===== config.mk =====
export PLATFORM = sky130hd
export DESIGN_NAME = uart_tx_ctrl
export DESIGN_NICKNAME = d
export VERILOG_FILES = /design/src/rtl/uart_tx_ctrl_pkg.sv /design/src/rtl/uart_baud_cnt.sv /design/src/rtl/uart_tx_ctrl.sv
export SDC_FILE = /design/constraint.sdc
export NUM_CORES = 1
export LEC_CHECK = 0
export CAP_MARGIN = 20
export CELL_PAD_IN_SITES_DETAIL_PLACEMENT = 0
export CELL_PAD_IN_SITES_GLOBAL_PLACEMENT = 2
export CORE_UTILIZATION = 33
export CTS_CLUSTER_SIZE = 30
export DETAILED_ROUTE_END_ITERATION = 7
export GPL_TIMING_DRIVEN = 0
export PLACE_DENSITY_LB_ADDON = 0.05
export SYNTH_ARGS = -nofsm -noshare
export SYNTH_HDL_FRONTEND = slang
export SYNTH_HIERARCHICAL = 1
export SYNTH_SLANG_ARGS = --single-unit
export TNS_END_PERCENT = 20

===== constraint.sdc =====
create_clock -name clk -period 2.65 [get_ports clk]
set_input_delay 0.53 -clock clk [delete_from_list [all_inputs] [get_ports clk]]
set_output_delay 0.53 -clock clk [all_outputs]
set_load 0.02 [all_outputs]

===== src/rtl/uart_tx_ctrl_pkg.sv =====
// Shared definitions for the UART transmit path: tx_mux select codes,
// sequencer state encoding and the state-to-select mapping.
package uart_tx_ctrl_pkg;

   localparam logic [1:0] SEL_START  = 2'b00;
   localparam logic [1:0] SEL_DATA   = 2'b01;
   localparam logic [1:0] SEL_PARITY = 2'b10;
   localparam logic [1:0] SEL_STOP   = 2'b11;

   typedef enum logic [2:0] {
      ST_IDLE   = 3'd0,
      ST_START  = 3'd1,
      ST_DATA   = 3'd2,
      ST_PARITY = 3'd3,
      ST_STOP   = 3'd4
   } tx_state_e;

   // IDLE and STOP share the mark level, so both map to the stop select.
   function automatic logic [1:0] sel_of(input tx_state_e st);
      case (st)
         ST_START:  return SEL_START;
         ST_DATA:   return SEL_DATA;
         ST_PARITY: return SEL_PARITY;
         default:   return SEL_STOP;
      endcase
   endfunction

endpackage


===== src/rtl/uart_baud_cnt.sv =====
// Bit-time counter: counts 0..CLKS_PER_BIT-1 while enabled and flags the
// terminal count; wraps to zero on the tick so each bit restarts cleanly.
module uart_baud_cnt #(
   parameter int CLKS_PER_BIT = 16
) (
   input  logic clk,
   input  logic rst,
   input  logic clr,
   input  logic en,
   output logic tick
);

   localparam int CW = (CLKS_PER_BIT > 1) ? $clog2(CLKS_PER_BIT) : 1;
   localparam logic [CW-1:0] TERM = CW'(CLKS_PER_BIT - 1);

   logic [CW-1:0] cnt_q;
   logic [CW-1:0] cnt_d;

   assign tick = en && (cnt_q == TERM);

   always_comb begin
      cnt_d = cnt_q;
      if (clr || tick) begin
         cnt_d = '0;
      end else if (en) begin
         cnt_d = cnt_q + CW'(1);
      end
   end

   always_ff @(posedge clk or posedge rst) begin
      if (rst) begin
         cnt_q <= '0;
      end else begin
         cnt_q <= cnt_d;
      end
   end

endmodule


===== src/rtl/uart_tx_ctrl.sv =====
// UART transmit sequencer: accepts a byte on a valid/ready handshake and
// drives the tx_mux selects, data bit and parity bit for start/data/parity/stop.
module uart_tx_ctrl
   import uart_tx_ctrl_pkg::*;
#(
   parameter int CLKS_PER_BIT = 16,
   parameter bit PARITY_EN    = 1'b1,
   parameter bit PARITY_ODD   = 1'b0
) (
   input  logic       clk,
   input  logic       rst,
   input  logic       tx_valid,
   input  logic [7:0] tx_data,
   output logic       tx_ready,
   output logic       tx_done,
   output logic       data_bit,
   output logic       parity_bit,
   output logic       s0,
   output logic       s1
);

   tx_state_e  state_q, state_d;
   logic [7:0] shift_q, shift_d;
   logic [2:0] bit_idx_q, bit_idx_d;
   logic       parity_q, parity_d;
   logic       data_bit_q, data_bit_d;
   logic [1:0] sel_q, sel_d;
   logic       tx_ready_q, tx_ready_d;
   logic       tx_done_q, tx_done_d;

   logic baud_tick;

   // Counter sits at zero throughout IDLE, so every state entry starts a full bit time.
   uart_baud_cnt #(
      .CLKS_PER_BIT(CLKS_PER_BIT)
   ) u_baud_cnt (
      .clk (clk),
      .rst (rst),
      .clr (state_q == ST_IDLE),
      .en  (state_q != ST_IDLE),
      .tick(baud_tick)
   );

   always_comb begin
      state_d    = state_q;
      shift_d    = shift_q;
      bit_idx_d  = bit_idx_q;
      parity_d   = parity_q;
      data_bit_d = data_bit_q;
      tx_done_d  = 1'b0;

      case (state_q)
         ST_IDLE: begin
            if (tx_valid && tx_ready_q) begin
               state_d   = ST_START;
               shift_d   = tx_data;
               bit_idx_d = 3'd0;
               parity_d  = (^tx_data) ^ PARITY_ODD;
            end
         end
         ST_START: begin
            if (baud_tick) state_d = ST_DATA;
         end
         ST_DATA: begin
            if (baud_tick) begin
               shift_d = {1'b0, shift_q[7:1]};
               if (bit_idx_q == 3'd7) begin
                  bit_idx_d = 3'd0;
                  state_d   = PARITY_EN ? ST_PARITY : ST_STOP;
               end else begin
                  bit_idx_d = bit_idx_q + 3'd1;
               end
            end
         end
         ST_PARITY: begin
            if (baud_tick) state_d = ST_STOP;
         end
         ST_STOP: begin
            if (baud_tick) begin
               state_d   = ST_IDLE;
               tx_done_d = 1'b1;
            end
         end
         default: state_d = ST_IDLE;
      endcase

      // Outputs are decoded from the next state so they register in step with it.
      sel_d      = sel_of(state_d);
      tx_ready_d = (state_d == ST_IDLE);
      if (state_d == ST_DATA) data_bit_d = shift_d[0];
   end

   always_ff @(posedge clk or posedge rst) begin
      if (rst) begin
         state_q    <= ST_IDLE;
         shift_q    <= 8'h00;
         bit_idx_q  <= 3'd0;
         parity_q   <= 1'b0;
         data_bit_q <= 1'b1;
         sel_q      <= SEL_STOP;
         tx_ready_q <= 1'b1;
         tx_done_q  <= 1'b0;
      end else begin
         state_q    <= state_d;
         shift_q    <= shift_d;
         bit_idx_q  <= bit_idx_d;
         parity_q   <= parity_d;
         data_bit_q <= data_bit_d;
         sel_q      <= sel_d;
         tx_ready_q <= tx_ready_d;
         tx_done_q  <= tx_done_d;
      end
   end

   assign tx_ready   = tx_ready_q;
   assign tx_done    = tx_done_q;
   assign data_bit   = data_bit_q;
   assign parity_bit = parity_q;
   assign s0         = sel_q[0];
   assign s1         = sel_q[1];

endmodule


* Word-level counts from Yosys, hierarchy flattened
Index checks and enable logic that the tools add are counted.
Word-level totals: bits in registers 24, output and inout bits 6, word-level logic and storage cells 53
Operators by class: $add $sub $neg 2, equal/unequal tests 11, mux-type cells 19, reduce and logical (&&, ||, !) cells 11
Operators with widths (number):
- 2-to-1 mux 3 bit | 9
- 2-to-1 mux 8 bit | 2
- case mux 8 bit (2 select lines) | 1
- case mux 3 bit (5 select lines) | 1
- == test 3 x 2 -> 1 bit (second input constant) | 4
- 2-to-1 mux 4 bit | 2
- parity 8 bit | 1
- == test 3 x 1 -> 1 bit (second input constant) | 2
- == test 3 bit (second input constant) | 2
- zero test 3 bit | 2
- case mux 2 bit (3 select lines) | 1
- case mux 3 bit (2 select lines) | 1
- adder 4 x 1 -> 4 bit (second input constant) | 1
- == test 4 bit (second input constant) | 1
- nonzero test 2 bit | 2
- adder 3 x 1 -> 3 bit (second input constant) | 1
- AND reduction 3 bit | 1
- nonzero test 3 bit | 1
- logical AND 1 bit | 2
- 2-to-1 mux 1 bit | 2
- inequality test 2 x 1 -> 1 bit (second input constant) | 1
- inequality test 2 bit (second input constant) | 1
- AND reduction 2 bit | 1
- logical OR 1 bit | 1

* Logic depth before layout (Yosys ltp)
depth in word-level cells 6, gate-level depth with buffers 8, mapped depth without buffers 7

* Hierarchy
Netlist, hierarchy kept.
By module, submodules not included:
- uart_tx_ctrl | instances 1, cells an instance 94, area each 982.2 µm², seq. area each 505.5 µm²
- uart_baud_cnt | instances 1, cells an instance 24, area each 207.7 µm², seq. area each 100.1 µm²

* Least setup slack after synthesis
OpenSTA, ideal clock, no wires.
kind register -> register, start register state_q[2], end register data_bit_q, in the netlist data_bit, library setup time 0.082 ns, arrival time 2.032 ns, path slack 0.536 ns, stages on the path, launching flop included 9, path buffers 1, clock period less this slack 2.114 ns, cell sequence dfrtp_1 buf_6 or3_4 inv_1 nor2_1 and4bb_2 and2_2 a221o_1 mux2_4
RTL lines:
- start, declared | line uart_tx_ctrl.sv:22 | tx_state_e state_q, state_d;
- start signal, assigned | line uart_tx_ctrl.sv:104 | state_q <= state_d;
- nonzero test 3 bit | line uart_tx_ctrl.sv:40 | .en (state_q != ST_IDLE),
- logical AND 1 bit | line uart_baud_cnt.sv:19 | assign tick = en && (cnt_q == TERM);
- named net baud_tick | line uart_tx_ctrl.sv:31 | logic baud_tick;
- 2-to-1 mux 8 bit | line uart_tx_ctrl.sv:65 | if (baud_tick) begin
- case mux 8 bit (2 select lines) | line uart_tx_ctrl.sv:52 | case (state_q)
- named net shift_d[0] | line uart_tx_ctrl.sv:23 | logic [7:0] shift_q, shift_d;
- end signal, assigned | line uart_tx_ctrl.sv:108 | data_bit_q <= data_bit_d;
- end, declared | line uart_tx_ctrl.sv:26 | logic data_bit_q, data_bit_d;
The timed path passes the listed nets, and every way through them passes these cells. The select of a mux whose other input is x is not followed. A chain may end at the register's enable or synchronous reset.

* Worst setup path in the final report
start register u_baud_cnt.cnt_q[0], end register data_bit_q, in the netlist data_bit
RTL lines:
- start, declared | line uart_baud_cnt.sv:16 | logic [CW-1:0] cnt_q;
- start signal, assigned | line uart_baud_cnt.sv:34 | cnt_q <= cnt_d;
- == test 4 bit | line uart_baud_cnt.sv:19
- logical AND 1 bit | line uart_baud_cnt.sv:19
- named net baud_tick | line uart_tx_ctrl.sv:31
- 2-to-1 mux 8 bit | line uart_tx_ctrl.sv:65
- case mux 8 bit (2 select lines) | line uart_tx_ctrl.sv:52
- named net shift_d[0] | line uart_tx_ctrl.sv:23
The timed path passes the listed nets, and every way through them passes these cells. The select of a mux whose other input is x is not followed.

==> out/metrics.json <==
{
  "status": {
    "status": "completed"
  },
  "die": {
    "fp-row-count": 21,
    "die_height_um": 62.0,
    "initial_utilization_pct": 35.1,
    "design.core.area_mm2": 0.00339,
    "i_o_pins": 17,
    "die_area_mm2": 0.00385,
    "floorplan.die.width_um": 62.0
  },
  "detailed_routing": {
    "final_routed_wirelength_mm": 2.37,
    "top_layer_used": "met4",
    "met3WireLength_um": 77,
    "detail-route-antenna-nets": 0,
    "met1_length_mm": 1.24,
    "avgRoutedWirePerCell_um": 12.9,
    "drt_pass1_iterations": 4,
    "route.detailed.vias_per_inst": 4.78,
    "met2_length_mm": 1.03,
    "detailedRoute.firstIterationViolations": 32,
    "drt_drc_violations_left": 0,
    "dr_total_vias": 880
  },
  "yosys": {
    "synth_seq_area_share_pct": 50.9,
    "netlist_area_before_placement_mm2": 0.00119,
    "number_of_instances_in_the_synthesized_netlist": 118,
    "synth.yosys.warnings": 6,
    "synth_area_leaders": "dfrtp_1 (42%), dfstp_2 (8.8%), nand2_1 (8.5%)",
    "ys_seq_elements": 24,
    "post-synth-top-area-fraction_pct": 42.1,
    "post-synth-top-area-cell": "dfrtp_1",
    "postSynthNetCount": 132,
    "synthesis.area_per_instance_um2": 10.1,
    "ys_types": 36
  },
  "final_layout": {
    "nets": 153,
    "most-common-layout-cells": "nand2_1 (27), dfrtp_1 (20), clkdlybuf4s50_1 (16)",
    "final_design_area_no_fill_mm2": 0.00143,
    "area_growth_syn_to_layout_pct": 20.5,
    "drive_gt1_share_pct": 13.0,
    "antenna_cells": 0,
    "final_common_cell": "nand2_1"
  },
  "worst_setup_path": {
    "worstSetupStartpointType": "register",
    "worstSetupPathType": "reg2reg",
    "worstPathRequired_ns": 2.90,
    "timing.critical_path.fanout_max": 8,
    "cp.arrival_ns": 2.58,
    "worst_setup_path_end_kind": "register",
    "crit_path_cell_trace": "ha_1 > nand3_1 > nor2_1 > and4bb_2 > a31oi_4 > a221o_1 > mux2_4",
    "critPathSlowestCell": "dfrtp_1",
    "critical_path.max_stage_delay_ns": 0.44
  },
  "place": {
    "pre_cts_setup_slack_ns": 0.321,
    "io_buffer_count": 16,
    "hpwl_mm": 1.70,
    "gp_congestion": 0.687,
    "placement.cell_area_mm2": 0.00141
  },
  "pwr": {
    "switching_share_pct": 21.8,
    "sequentialPowerShare_pct": 63.7,
    "leakage_power_nw": 0.642,
    "internal_power_uw": 450,
    "power_density_mw_per_mm2": 401,
    "design_power_total_uw": 576,
    "comb_power_share_pct": 7.7,
    "power.share.clock_pct": 28.6,
    "switching_power_uw": 125,
    "vdd.ir_drop.worst_mv": 0.191
  },
  "timing": {
    "worst-slew-pin-transition_ns": 0.765,
    "setup_ws_ns": 0.328,
    "slew_headroom_pct": 49.0,
    "fin_tns_setup_ns": 0,
    "timing.hold.ws_ns": 0.418,
    "finalHoldViolCount": 0,
    "rsz0062_at_grt": "no",
    "final.min_clock_period_ns": 2.32,
    "clock-skew-final_ns": 0.00575,
    "slew_violations": 0,
    "report.final.setup_viol": 0,
    "final_min_period_over_clock_period_pct": 87.6,
    "max_freq_mhz": 431
  },
  "grt": {
    "antenna_found_initial": 0,
    "first_pass_grt_wire_length_mm": 4.02,
    "vias_in_the_first_global_route": 832,
    "total_global_route_track_usage_pct": 14.6,
    "grt_start_max_net_pins": 21,
    "globalRoute.totalOverflow": 0
  },
  "cts": {
    "cts_hold_repair.buffers": 0,
    "path_clk_slew_ns": 0.13,
    "cts_max_level": 1,
    "worstSkewPairLatency_ns": 0.31,
    "tritoncts_clock_tree": "yes",
    "post_cts.repair.setup_buffers": 0,
    "post_cts_resized": 0,
    "cts_max_path_buffers": 2,
    "cts_num_sinks": 24,
    "clockRootBuffer": "clkbuf_4",
    "cts_made_buffers": 3
  },
  "job": {
    "maxCapViolations": 0
  },
  "min_path": {
    "hp-class": "in2async"
  }
}
==> routing by layer <==
layer	track usage, %	up-vias
li1	-	450
met1	20.9	415
met2	21.7	13
met3	2.69	2
met4	5.71	0
met5	0	-
==> critical path, delay by kind of cell (launching register included) <==
| kind | cells | cell delay, ns |
|---|---|---|
| AO/OA/AOI/OAI | 2 | 0.44 |
| adder cells (fa/ha/maj) | 1 | 0.23 |
| flip-flops | 1 | 0.44 |
| multiplexers | 1 | 0.26 |
| AND/OR/NAND/NOR | 3 | 0.89 |
==> registers in the layout, summed over array words and instances (netlist names) <==
signal,cells
bit_idx_q,3
data_bit,1
sel_q,2
shift_q,8
tx_ready,1
u_baud_cnt/cnt_q,4
state_q,3
parity_bit,1
tx_done,1
==> logic make-up after synthesis <==
| logic type | Yosys count | share of synthesized area, % |
|---|---|---|
| xor+xnor | 8 | 5.89 |
| compound gates | 25 | 14.8 |
| mux | 2 | 2.10 |
| simple gates | 48 | 19.5 |
| buf+inv | 8 | 3.68 |
| flops | 24 | 50.9 |
| fa+ha+maj | 3 | 3.15 |
==> final timing paths <==
kind                                     startpoint             endpoint  slack (ns)  cells after the start
worst max-delay path            u_baud_cnt/cnt_q[0]             data_bit        0.33                      7
worst min-delay path                            rst  u_baud_cnt/cnt_q[2]        0.42                      2
worst max register to register  u_baud_cnt/cnt_q[0]             data_bit        0.33                      7
worst min register to register           shift_q[4]           shift_q[4]        0.49                      2
max in group asynchronous                       rst           shift_q[5]        1.49                      2
min in group clk                         shift_q[4]           shift_q[4]        0.49                      2
==> power groups by stage <==
stage          sequential [mW]  combinational (mW)  clock [mW]
5_1_grt                  0.367              0.0486       0.189
3_3_place_gp             0.373              0.0455           0
3_5_place_dp             0.373              0.0456           0
2_1_floorplan            0.373              0.0229           0
4_1_cts                  0.367              0.0457       0.179
6_report                 0.367              0.0445       0.165
==> synth_stat cells <==
cell type and count:
a21o_1 1, a21oi_1 5, a221o_1 1, a22o_2 1
a22oi_1 6, a31oi_1 2, a31oi_4 1, and2_2 1
and3_1 1, and3_2 1, and4bb_2 1, buf_1 1
buf_2 1, buf_6 1, clkinv_4 1, dfrtp_1 20
dfstp_2 4, ha_1 3, inv_1 4, mux2_4 1
mux2i_1 1, nand2_1 27, nand2b_1 1, nand3_1 3
nand3b_1 1, nand4b_1 1, nor2_1 6, nor2b_1 2
o21a_1 1, o21ai_0 6, o21bai_1 1, or2_2 1
or3_1 1, or3_4 1, xnor2_1 7, xor2_1 1
==> cell type report <==
cell class / count / area [µm²]
Fill cell: 336 / 1960
Sequential cell: 24 / 606
Multi-Input combinational cell: 86 / 541
Timing Repair Buffer: 16 / 160
Tap cell: 46 / 57.6
Clock buffer: 4 / 26.3
Inverter: 5 / 23.8
Buffer: 3 / 20.0
==> metrics by stage <==
step | utilization, % | std cells
4_1_cts | 42.3 | 184
3_3_place_gp | 41.5 | 180
2_1_floorplan | - | 118
3_5_place_dp | 41.5 | 180
5_1_grt | 42.3 | 184
6_report | 42.3 | 184
(Power assumes the default switching activity.)
